[src/rtl/rf_wb_arbiter.sv]
// rf_wb_arbiter: round-robin write-back arbiter with one registered write stage
// and read-operand bypass for an 8-entry register file.
module rf_wb_arbiter #(
    parameter int WIDTH = 16
) (
    input  logic             clk,
    input  logic             rst,
    input  logic             req0_valid,
    input  logic [2:0]       req0_reg,
    input  logic [WIDTH-1:0] req0_data,
    output logic             req0_ready,
    input  logic             req1_valid,
    input  logic [2:0]       req1_reg,
    input  logic [WIDTH-1:0] req1_data,
    output logic             req1_ready,
    input  logic             stall,
    input  logic [2:0]       rd1sel,
    input  logic [2:0]       rd2sel,
    input  logic [WIDTH-1:0] rf1data,
    input  logic [WIDTH-1:0] rf2data,
    output logic [WIDTH-1:0] op1data,
    output logic [WIDTH-1:0] op2data,
    output logic [2:0]       writeregsel,
    output logic [WIDTH-1:0] writedata,
    output logic             write,
    output logic             err
);
    logic             stg_valid_q, stg_valid_d;
    logic [2:0]       stg_reg_q, stg_reg_d;
    logic [WIDTH-1:0] stg_data_q, stg_data_d;
    logic             prio_q, prio_d;
    logic             err_q, err_d;
    logic             gnt0, gnt1;

    always_comb begin
        gnt0        = ~stall & req0_valid & (~req1_valid | ~prio_q);
        gnt1        = ~stall & req1_valid & (~req0_valid | prio_q);
        prio_d      = gnt0 ? 1'b1 : gnt1 ? 1'b0 : prio_q;
        stg_valid_d = stall ? stg_valid_q : (gnt0 | gnt1);
        stg_reg_d   = gnt0 ? req0_reg  : gnt1 ? req1_reg  : stg_reg_q;
        stg_data_d  = gnt0 ? req0_data : gnt1 ? req1_data : stg_data_q;
        err_d       = req0_valid & req1_valid & (req0_reg == req1_reg);
    end

    always_ff @(posedge clk) begin
        if (rst) begin
            stg_valid_q <= 1'b0;
            stg_reg_q   <= '0;
            stg_data_q  <= '0;
            prio_q      <= 1'b0;
            err_q       <= 1'b0;
        end else begin
            stg_valid_q <= stg_valid_d;
            stg_reg_q   <= stg_reg_d;
            stg_data_q  <= stg_data_d;
            prio_q      <= prio_d;
            err_q       <= err_d;
        end
    end

    // The register file does not write through, so the staged entry is the newest value.
    assign op1data     = (stg_valid_q && stg_reg_q == rd1sel) ? stg_data_q : rf1data;
    assign op2data     = (stg_valid_q && stg_reg_q == rd2sel) ? stg_data_q : rf2data;
    assign req0_ready  = gnt0 & ~rst;
    assign req1_ready  = gnt1 & ~rst;
    assign write       = stg_valid_q & ~stall;
    assign writeregsel = stg_reg_q;
    assign writedata   = stg_data_q;
    assign err         = err_q;
endmodule
[config.mk]
export PLATFORM = sky130hd
export DESIGN_NAME = rf_wb_arbiter
export DESIGN_NICKNAME = d
export VERILOG_FILES = /design/src/rtl/rf_wb_arbiter.sv
export SDC_FILE = /design/constraint.sdc
export NUM_CORES = 1
export LEC_CHECK = 0
export BUFFER_PORTS_ARGS = -buffer_cell sky130_fd_sc_hd__buf_2
export CORE_ASPECT_RATIO = 0.7
export CORE_MARGIN = 2
export CORE_UTILIZATION = 38
export CTS_CLUSTER_SIZE = 12
export DETAILED_ROUTE_END_ITERATION = 8
export PLACE_DENSITY = 0.8
export SKIP_LAST_GASP = 1
export SYNTH_ARGS = -nofsm -noshare
export SYNTH_HDL_FRONTEND = slang
export SYNTH_SLANG_ARGS = --single-unit
[constraint.sdc]
create_clock -name clk -period 1.8 [get_ports clk]
set_input_delay 0.18 -clock clk [delete_from_list [all_inputs] [get_ports clk]]
set_output_delay 0.18 -clock clk [all_outputs]
set_load 0.02 [all_outputs]
Yosys cells after proc, flatten, opt, wreduce, memory -nomap -nowiden --
Cells that the tools add are included.
Cells by class: equal/unequal tests 3, bitwise logic cells 17, mux-type cells 8, reduce and logical (&&, ||, !) cells 3
Operators by type and width (number):
- $mux W16 | 4
- $and A1 B1 Y1 | 9
- $eq A3 B3 Y1 | 3
- $mux W3 | 2
- $not A1 Y1 | 5
- $or A1 B1 Y1 | 3
- $logic_and A1 B1 Y1 | 2
- $mux W1 | 2
- $reduce_bool A2 Y1 | 1
Storage, ports and cells: output and inout port bits 55, bits of input ports 81, logic and storage cells 36, bits in registers 22

Depth between registers and ports, before layout --
Gate-level depths: netlist (run 1).
depth in word-level cells 5, mapped depth 5, gate-level depth less buffers 3

Worst setup path before layout (run 1) --
OpenSTA, ideal clock, no wires.
path type flip-flop to output port, from reg stg_reg_q[0] (netlist: writeregsel[0]), to out op1data[10], data arrival time 1416 ps, cell stages (with the launch flop) 5, path buffers 1, required time 1620 ps, setup slack 204 ps, cells stage by stage dfxtp_1 xnor2_1 nand4_2 buf_6 mux2_4
On the way: word-level cells in the longest chain between the ends 3
RTL lines:
- start: declaration | line 29 | logic [2:0] stg_reg_q, stg_reg_d;
- start signal: assignment | line 54 | stg_reg_q <= stg_reg_d;
- $eq A3 B3 Y1 | line 62 | assign op1data = (stg_valid_q && stg_reg_q == rd1sel) ? stg_data_q : rf1data;
- $logic_and A1 B1 Y1 | line 62
- $mux W16 | line 62
- end: declaration | line 21 | output logic [WIDTH-1:0] op1data,
No other way between the ends.

Worst setup path after layout (run 1) --
from reg stg_reg_q[2] (netlist: writeregsel[2]), to out op2data[10]
On the way: word-level cells in the longest chain between the ends 3
RTL lines:
- $eq A3 B3 Y1 | line 63 | assign op2data = (stg_valid_q && stg_reg_q == rd2sel) ? stg_data_q : rf2data;
- $logic_and A1 B1 Y1 | line 63
- $mux W16 | line 63
- end: declaration | line 22 | output logic [WIDTH-1:0] op2data,
No other way between the ends.

==> flow_metrics.py, run 1 <==
metrics = {
    "power": {
        "peakVddDrop_mv": 0.368,
        "power.leakage_uw": 0.00124,
        "powerDensity_nw_per_um2": 582,
        "total_power_uw": 1410,
    },
    "synthesis": {
        "synth_async_sr_flop_share_pct": 0,
        "syn_area_um2": 1580,
        "syn_area_per_cell_um2": 9.21,
        "synth_cell_type_count": 23,
        "synth_commonest_cells": "dfxtp_1 (22), nor2_1 (21), mux2_4 (20), o21ai_0 (20)",
        "syn_nets": 253,
        "syn_inst": 172,
        "yosys.area.top_type_share_pct": 27.8,
        "synth.area.top_cells": "dfxtp_1 (28%), mux2_4 (19%), a311oi_1 (11%), mux2_2 (8.5%), o21ai_0 (6.3%)",
        "ys_seq_elements": 22,
        "post-synth-top-area-cell": "dfxtp_1",
        "post-synth-top-count-cell": "dfxtp_1",
        "synth_flop_cell": "dfxtp_1",
        "yosys_warnings": 0,
        "synth-edff-count": 0,
        "ys_seq_area_share_pct": 27.8,
    },
    "die": {
        "design.core.area_um2": 3970,
        "die_area_um2": 4710,
        "start_util_pct": 39.9,
        "fp.dieW_um": 81.2,
        "row_count": 19,
        "chipHeight_um": 58.0,
        "io-pin-count": 136,
    },
    "grt": {
        "grtUsageMet3_pct": 5.92,
        "grt.busiest_layer": "met2",
        "overflow": 0,
        "met2_usage_pct": 36.1,
        "grt_max_degree": 25,
        "grt_pass1_wl_um": 7690,
        "gr-usage-all-layers_pct": 21.1,
        "grt_use_met1_pct": 27.1,
        "grt_pass1_vias": 1653,
        "antenna_found_initial": 0,
    },
    "timing": {
        "period_share_pct": 99.2,
        "slew_viol_final": 0,
        "slew_headroom_pct": 69.9,
        "fmax_mhz": 560,
        "setup_slack_ps": 15.0,
        "hold_viol": 0,
        "grt_setup_unrepaired": "yes",
        "min_period_ps": 1790,
        "skew_ps": 6.21,
        "setup_viol": 0,
        "tightest_slew_ps": 451,
        "whs_ps": 188,
        "setup_tns_ps": 0,
    },
    "worst_setup_path": {
        "crit_type": "flop to output port",
        "required_ps": 1620,
        "cp_max_fo": 4,
        "critPathArrivalTime_ps": 1610,
        "endpoint_kind": "output port",
        "ff2ff_path_depth": 4,
        "cp-start-kind": "flop",
    },
    "clocking": {
        "cts_sinks": 22,
        "htree_levels": 1,
        "tritoncts": "built",
        "cts_hold_buf": 0,
        "clock_latency_ps": 260,
        "postCtsSetupRepairBufs": 0,
        "cts_buffer_depth": 2,
        "cts_made_buffers": 3,
        "clk_pin_slew_ps": 80,
        "cts_root_buf": "clkbuf_8",
    },
    "placement": {
        "dp_hpwl_um": 3990,
        "dp.cells": 354,
        "port_buffers": 135,
        "place_congestion": 0.844,
        "pre_cts_ws_ps": 200,
    },
    "final_layout": {
        "finalNonFillerCells": 357,
        "syn_to_final_growth_pct": 53.0,
        "num-nets-final": 388,
        "drive_above_1_share_pct": 62.6,
        "diodes": 0,
    },
    "status": {
        "status": "completed",
    },
    "routing": {
        "drcViolationCount": 0,
        "via_count": 1839,
        "firstDrtPassIters": 4,
        "wl_um": 5110,
        "drt_iter0_markers": 68,
        "wl_per_cell_um": 14.3,
        "ant_nets": 0,
        "vias_per_cell": 5.15,
    },
    "hold_path": {
        "worstHoldPathCells": 3,
        "hold_class": "input port to flop",
    },
    "job": {
        "maxCapViolations": 0,
    },
}
==> through the flow <==
step	area, µm²	util, %
2_1_floorplan	1580	-
4_1_cts	2370	59.8
3_5_place_dp	2320	58.5
6_report	2420	61.0
3_3_place_gp	2320	58.5
5_1_grt	2420	61.0
==> registers in the layout (all words and copies together), names as in the netlist <==
signal / count
err: 1
prio_q: 1
stg_valid_q: 1
writedata: 16
writeregsel: 3
==> worst max-delay path, cell delays in order, from the launching register on <==
cell and delay, ps:
dfxtp_4 380, xnor2_2 170, nand4_2 150, buf_4 200, mux2_4 300, buf_2 160
==> area by class of cell <==
| class | instances | area [µm²] |
|---|---|---|
| repair buffers | 145 | 766 |
| fillers | 359 | 1550 |
| clock buffers | 3 | 41.3 |
| multi-input cells | 135 | 1100 |
| well taps | 52 | 65.1 |
| flip-flops and latches | 22 | 449 |
==> worst paths after layout <==
check                               from  slack (ps)                   endpoint
max          writeregsel[2]$_SDFFE_PP0P_          10                op2data[10]
min                         req0_data[0]         190  writedata[0]$_SDFFE_PP0P_
max reg2reg          prio_q$_SDFFE_PP0P_         430  writedata[6]$_SDFFE_PP0P_
min reg2reg    writedata[2]$_SDFFE_PP0P_         530  writedata[2]$_SDFFE_PP0P_
==> cell usage in the layout, fill, tap and decap left out, types with 2 or more instances in the layout <==
cell type  count
buf_2        135
nor2_1        21
mux2_4        20
o21ai_0       20
nand3_1       19
a311oi_1      19
dfxtp_1       19
mux2_2        12
buf_4          8
xnor2_2        5
nor2b_1        3
clkbuf_8       3
nand4_2        2
xnor2_1        2
nor3_1         2
xor2_1         2
buf_8          2
dfxtp_4        2
==> report_power, final <==
| part | total [µW] | internal (µW) | switching, µW |
|---|---|---|---|
| Combinational | 539 | 256 | 283 |
| Sequential | 567 | 524 | 43.0 |
| Clock | 304 | 149 | 155 |
| Total | 1410 | 929 | 481 |
==> what timing repair did <==
item	4_1_cts	5_1_grt
resized for setup	5	9
endpoints found under the setup margin	29	32
pin swaps	2	0
gates cloned	0	0
==> logic make-up after synthesis <==
family          count (synthesis)  share of synthesized area, %
flops                          22                          27.8
xor+xnor                        9                          4.98
buf+inv                        15                          4.98
compound gates                 41                          17.8
mux                            32                          27.5
simple gates                   53                          17.0
==> metal layers <==
layer  vias to the layer above  share of wire (%)
met2                        96                 47
met3                         4                 10
met1                       824                 42
met4                         0               0.57
met5                         -                  0
li1                        915                  -
Note: power is estimated with default switching activity, not from simulation.
==> run 2: changes to the inputs <==
--- a/config.mk
+++ b/config.mk
@@ -6,11 +6,10 @@
 export NUM_CORES = 1
 export LEC_CHECK = 0
-export BUFFER_PORTS_ARGS = -buffer_cell sky130_fd_sc_hd__buf_2
 export CORE_ASPECT_RATIO = 0.7
 export CORE_MARGIN = 2
-export CORE_UTILIZATION = 38
+export CORE_UTILIZATION = 50
 export CTS_CLUSTER_SIZE = 12
 export DETAILED_ROUTE_END_ITERATION = 8
-export PLACE_DENSITY = 0.8
+export DONT_BUFFER_PORTS = 1
 export SKIP_LAST_GASP = 1
 export SYNTH_ARGS = -nofsm -noshare
==> constraint.sdc (replaced) <==
create_clock -name clk -period 1.8 [get_ports clk]
set_input_delay 0.45 -clock clk [delete_from_list [all_inputs] [get_ports clk]]
set_output_delay 0.45 -clock clk [all_outputs]
set_load 0.02 [all_outputs]
==> flow_metrics.py, run 2 (synthesis gave the netlist of run 1 again) <==
metrics = {
    "status": {
        "status": "finished, violations left",
        "violations": "negative setup slack",
    },
    "clocking": {
        "htree_levels": 1,
        "clk_pin_slew_ps": 80,
        "clock_latency_ps": 260,
        "cts_hold_buf": 0,
        "cts_sinks": 22,
        "cts_made_buffers": 3,
        "cts_root_buf": "clkbuf_8",
        "cts_buffer_depth": 2,
        "tritoncts": "built",
    },
    "worst_setup_path": {
        "critPathArrivalTime_ps": 1560,
        "required_ps": 1350,
        "endpoint_kind": "output port",
        "crit_type": "flop to output port",
        "cp_max_fo": 15,
        "cp-start-kind": "flop",
        "ff2ff_path_depth": 4,
    },
    "routing": {
        "drcViolationCount": 0,
        "wl_per_cell_um": 22.9,
        "vias_per_cell": 6.69,
        "ant_nets": 0,
        "wl_um": 4970,
        "drt_iter0_markers": 79,
        "firstDrtPassIters": 4,
        "via_count": 1452,
    },
    "timing": {
        "setup_slack_ps": -206,
        "whs_ps": 241,
        "skew_ps": 3.44,
        "min_period_ps": 2010,
        "hold_viol": 0,
        "slew_headroom_pct": 73.6,
        "tightest_slew_ps": 396,
        "period_share_pct": 111,
        "grt_setup_unrepaired": "yes",
        "setup_viol": 32,
        "slew_viol_final": 0,
        "fmax_mhz": 499,
    },
    "die": {
        "row_count": 17,
        "chipHeight_um": 51.1,
        "die_area_um2": 3640,
        "start_util_pct": 51.4,
        "io-pin-count": 136,
        "fp.dieW_um": 71.3,
        "design.core.area_um2": 3080,
    },
    "grt": {
        "gr-usage-all-layers_pct": 24.3,
        "grt_pass1_vias": 1348,
        "grt_pass1_wl_um": 6910,
        "grtUsageMet3_pct": 7.30,
        "overflow": 0,
        "grt.busiest_layer": "met2",
        "grt_use_met1_pct": 31.3,
        "antenna_found_initial": 0,
        "grt_max_degree": 25,
        "met2_usage_pct": 40.7,
    },
    "power": {
        "peakVddDrop_mv": 0.422,
        "powerDensity_nw_per_um2": 760,
        "power.leakage_uw": 0.000769,
    },
    "final_layout": {
        "num-nets-final": 261,
        "largest_register_ffs": 16,
        "fin_util_pct": 61.5,
        "diodes": 0,
        "layout_common_cells": "mux2_4 (22), nor2_1 (21), o21ai_0 (20)",
        "syn_to_final_growth_pct": 19.7,
        "drive_above_1_share_pct": 36.9,
        "final_common_cell": "mux2_4",
    },
    "placement": {
        "place_congestion": 0.784,
        "port_buffers": 0,
        "pre_cts_ws_ps": -18.5,
        "dp_hpwl_um": 3690,
    },
    "job": {
        "maxCapViolations": 0,
    },
    "hold_path": {
        "worstHoldPathCells": 1,
        "hold_class": "input port to flop",
    },
}
## run 2: per-stage QoR
step	std cells	area, µm²	power [µW]	TNS [ps]
3_3_place_gp	212	1740	957	0
2_1_floorplan	172	1620	901	0
4_1_cts	216	1810	1430	-6350
3_5_place_dp	212	1740	970	-178
6_report	217	1900	1440	-5960
5_1_grt	217	1900	1510	-7510
## run 2: where the power goes
| part | internal (µW) | switching, µW | total (µW) |
|---|---|---|---|
| Clock | 297 | 162 | 458 |
| Sequential | 525 | 88.7 | 613 |
| Combinational | 169 | 201 | 371 |
## run 2: path summary, 6_finish.rpt
check	startpoint	endpoint	slack, ps
setup / recovery	writeregsel[2]$_SDFFE_PP0P_	op1data[7]	-210
hold reg to reg	writeregsel[2]$_SDFFE_PP0P_	writeregsel[2]$_SDFFE_PP0P_	570
hold / removal	rst	writeregsel[2]$_SDFFE_PP0P_	240
setup reg to reg	prio_q$_SDFFE_PP0P_	writedata[5]$_SDFFE_PP0P_	410
## run 2: final cells by class
type / count / area (µm²)
fillers: 274 / 1190
flip-flops and latches: 22 / 447
repair buffers: 18 / 185
clock buffers: 3 / 41.3
well taps: 38 / 47.5
clock inverters: 1 / 30.0
multi-input cells: 135 / 1150
## run 2: per-layer routing
| layer | part of all wire (%) | vias to the layer above | wire length, µm |
|---|---|---|---|
| li1 | - | 665 | - |
| met1 | 39 | 688 | 1920 |
| met2 | 50 | 95 | 2500 |
| met3 | 10 | 4 | 520 |
| met4 | 0.42 | 0 | 21 |
| met5 | 0 | - | 0 |
## run 2: what timing repair did
item / CTS / global route
resized for setup: 0 / 10
pin swaps: 0 / 5
endpoints found under the hold margin: 0 / 0
endpoints found under the setup margin: 32 / 32
setup buffers: 0 / 0
cloned: 0 / 1
## run 2: critical path, stage by stage, from the launching register on
cell and delay, ps:
dfxtp_4 390, xnor2_2 210, nand4_4 150, buf_12 190
mux2_4 340
==> run 3: changes to the inputs <==
Settings changed: PLACE_DENSITY_LB_ADDON set to 0.15.
==> flow_metrics.py, run 3 (synthesis gave the netlist of run 1 again) <==
metrics = {
    "status": {
        "status": "finished, violations left",
        "violations": "negative setup slack",
    },
    "worst_setup_path": {
        "ff2ff_path_depth": 4,
        "cp_max_fo": 15,
        "critPathArrivalTime_ps": 1490,
        "cp-start-kind": "flop",
        "r2r-end": "writedata[12]$_SDFFE_PP0P_",
        "crit_type": "flop to output port",
        "r2r_setup_slack_ps": 530,
        "endpoint_kind": "output port",
        "r2r-start": "prio_q$_SDFFE_PP0P_",
        "required_ps": 1350,
    },
    "die": {
        "start_util_pct": 51.4,
        "die_area_um2": 3640,
        "io-pin-count": 136,
        "chipHeight_um": 51.1,
        "row_count": 17,
        "design.core.area_um2": 3080,
        "fp.dieW_um": 71.3,
    },
    "grt": {
        "grt_pass1_vias": 1426,
        "grt_max_degree": 25,
        "antenna_found_initial": 0,
        "overflow": 0,
        "grt_pass1_wl_um": 7000,
        "gr-usage-all-layers_pct": 24.6,
    },
    "hold_path": {
        "hp-start": "rst",
        "hold_class": "input port to flop",
        "holdPathEnd": "writeregsel[2]$_SDFFE_PP0P_",
        "worstHoldPathCells": 1,
    },
    "timing": {
        "min_period_ps": 1940,
        "period_share_pct": 108,
        "grt_setup_unrepaired": "yes",
        "tightest_slew_ps": 397,
        "slew_headroom_pct": 73.5,
        "slew_viol_final": 0,
        "hold_viol": 0,
        "setup_slack_ps": -144,
        "setup_viol": 32,
        "skew_ps": 2.27,
        "fmax_mhz": 514,
    },
    "final_layout": {
        "stdcell_area_um2": 1800,
        "num-nets-final": 260,
        "diodes": 0,
        "drive_above_1_share_pct": 36.2,
        "fillCellCount": 278,
        "layout_common_cells": "mux2_4 (21), nor2_1 (21), o21ai_0 (20)",
        "syn_to_final_growth_pct": 13.7,
        "finalNonFillerCells": 215,
        "largest_register_ffs": 16,
    },
    "placement": {
        "dp.cells": 212,
        "port_buffers": 0,
        "dp_hpwl_um": 3630,
        "placed_cell_area_um2": 1740,
        "place_congestion": 0.750,
    },
    "power": {
        "power_frac_clock_pct": 23.7,
        "peakVddDrop_mv": 0.371,
        "power.combinational.fraction_pct": 27.7,
        "power.switching_uw": 425,
        "power.leakage_uw": 0.000741,
        "powerDensity_nw_per_um2": 699,
        "power_frac_seq_pct": 48.5,
        "p_int_uw": 834,
        "switching_share_pct": 33.8,
    },
    "clocking": {
        "cts_made_buffers": 3,
        "htree_levels": 1,
        "clk_pin_slew_ps": 80,
        "tritoncts": "built",
        "cts_sinks": 22,
        "cts_root_buf": "clkbuf_8",
        "clock_latency_ps": 260,
        "cts_buffer_depth": 2,
    },
    "routing": {
        "via_count": 1418,
        "firstDrtPassIters": 4,
        "wl_per_cell_um": 21.3,
        "ant_nets": 0,
        "wl_um": 4590,
        "drt_iter0_markers": 23,
        "drcViolationCount": 0,
        "vias_per_cell": 6.60,
    },
    "job": {
        "maxCapViolations": 0,
    },
}
[run 3: stage by stage]
step / util [%] / hold WS, ps / setup WS [ps] / power [µW] / setup TNS (ps)
2_1_floorplan: - / 522 / 13.4 / 901 / 0
3_3_place_gp: 56.4 / 513 / 78.3 / 957 / 0
3_5_place_dp: 56.4 / 526 / 33.3 / 969 / 0
4_1_cts: 58.2 / 250 / -153 / 1270 / -4520
5_1_grt: 58.4 / 234 / -196 / 1330 / -5970
6_report: 58.4 / 249 / -144 / 1260 / -4330
[run 3: worst max-delay path: stages, from the launching register on]
cell	delay (ps)
dfxtp_2	400
xnor2_2	130
nand4_2	160
buf_12	190
mux2_4	340
[run 3: timing repair]
action | 4_1_cts | 5_1_grt
setup endpoints to repair | 32 | 32
gates resized for setup | 2 | 2
buffers inserted | 0 | 0
hold buffers | 0 | 0
[run 3: layer usage]
metal	share of wire [%]	global-route usage, %	vias up
met3	9.3	8.28	6
li1	-	-	654
met4	0.96	3.46	0
met2	51	43.7	87
met5	0	0	-
met1	39	29.7	671
[run 3: how the worst max path moves through the flow]
stage	slack (ps)	end	from
2_1_floorplan	10	op1data[10]	rd1sel[0]
5_1_grt	-200	op1data[7]	writeregsel[1]$_SDFFE_PP0P_
3_3_place_gp	80	op2data[5]	rd2sel[0]
3_5_place_dp	30	op1data[7]	rd1sel[0]
6_report	-140	op1data[7]	writeregsel[1]$_SDFFE_PP0P_
4_1_cts	-150	op1data[7]	writeregsel[1]$_SDFFE_PP0P_
[run 3: area by class of cell]
cell class | instances | area [µm²] | share of cell area, %
Timing Repair Buffer | 17 | 153 | 8.47
Multi-Input combinational cell | 135 | 1110 | 61.8
Tap cell | 38 | 47.5 | 2.64
Clock buffer | 3 | 41.3 | 2.29
Sequential cell | 22 | 447 | 24.8
[run 3: power by group through the flow]
| stage | logic [µW] | registers (µW) | clock network [µW] |
|---|---|---|---|
| finish | 349 | 611 | 299 |
| global route | 378 | 617 | 331 |
| CTS | 351 | 612 | 307 |
| detailed placement | 346 | 623 | 0 |
| global placement | 338 | 619 | 0 |
| floorplan | 288 | 613 | 0 |
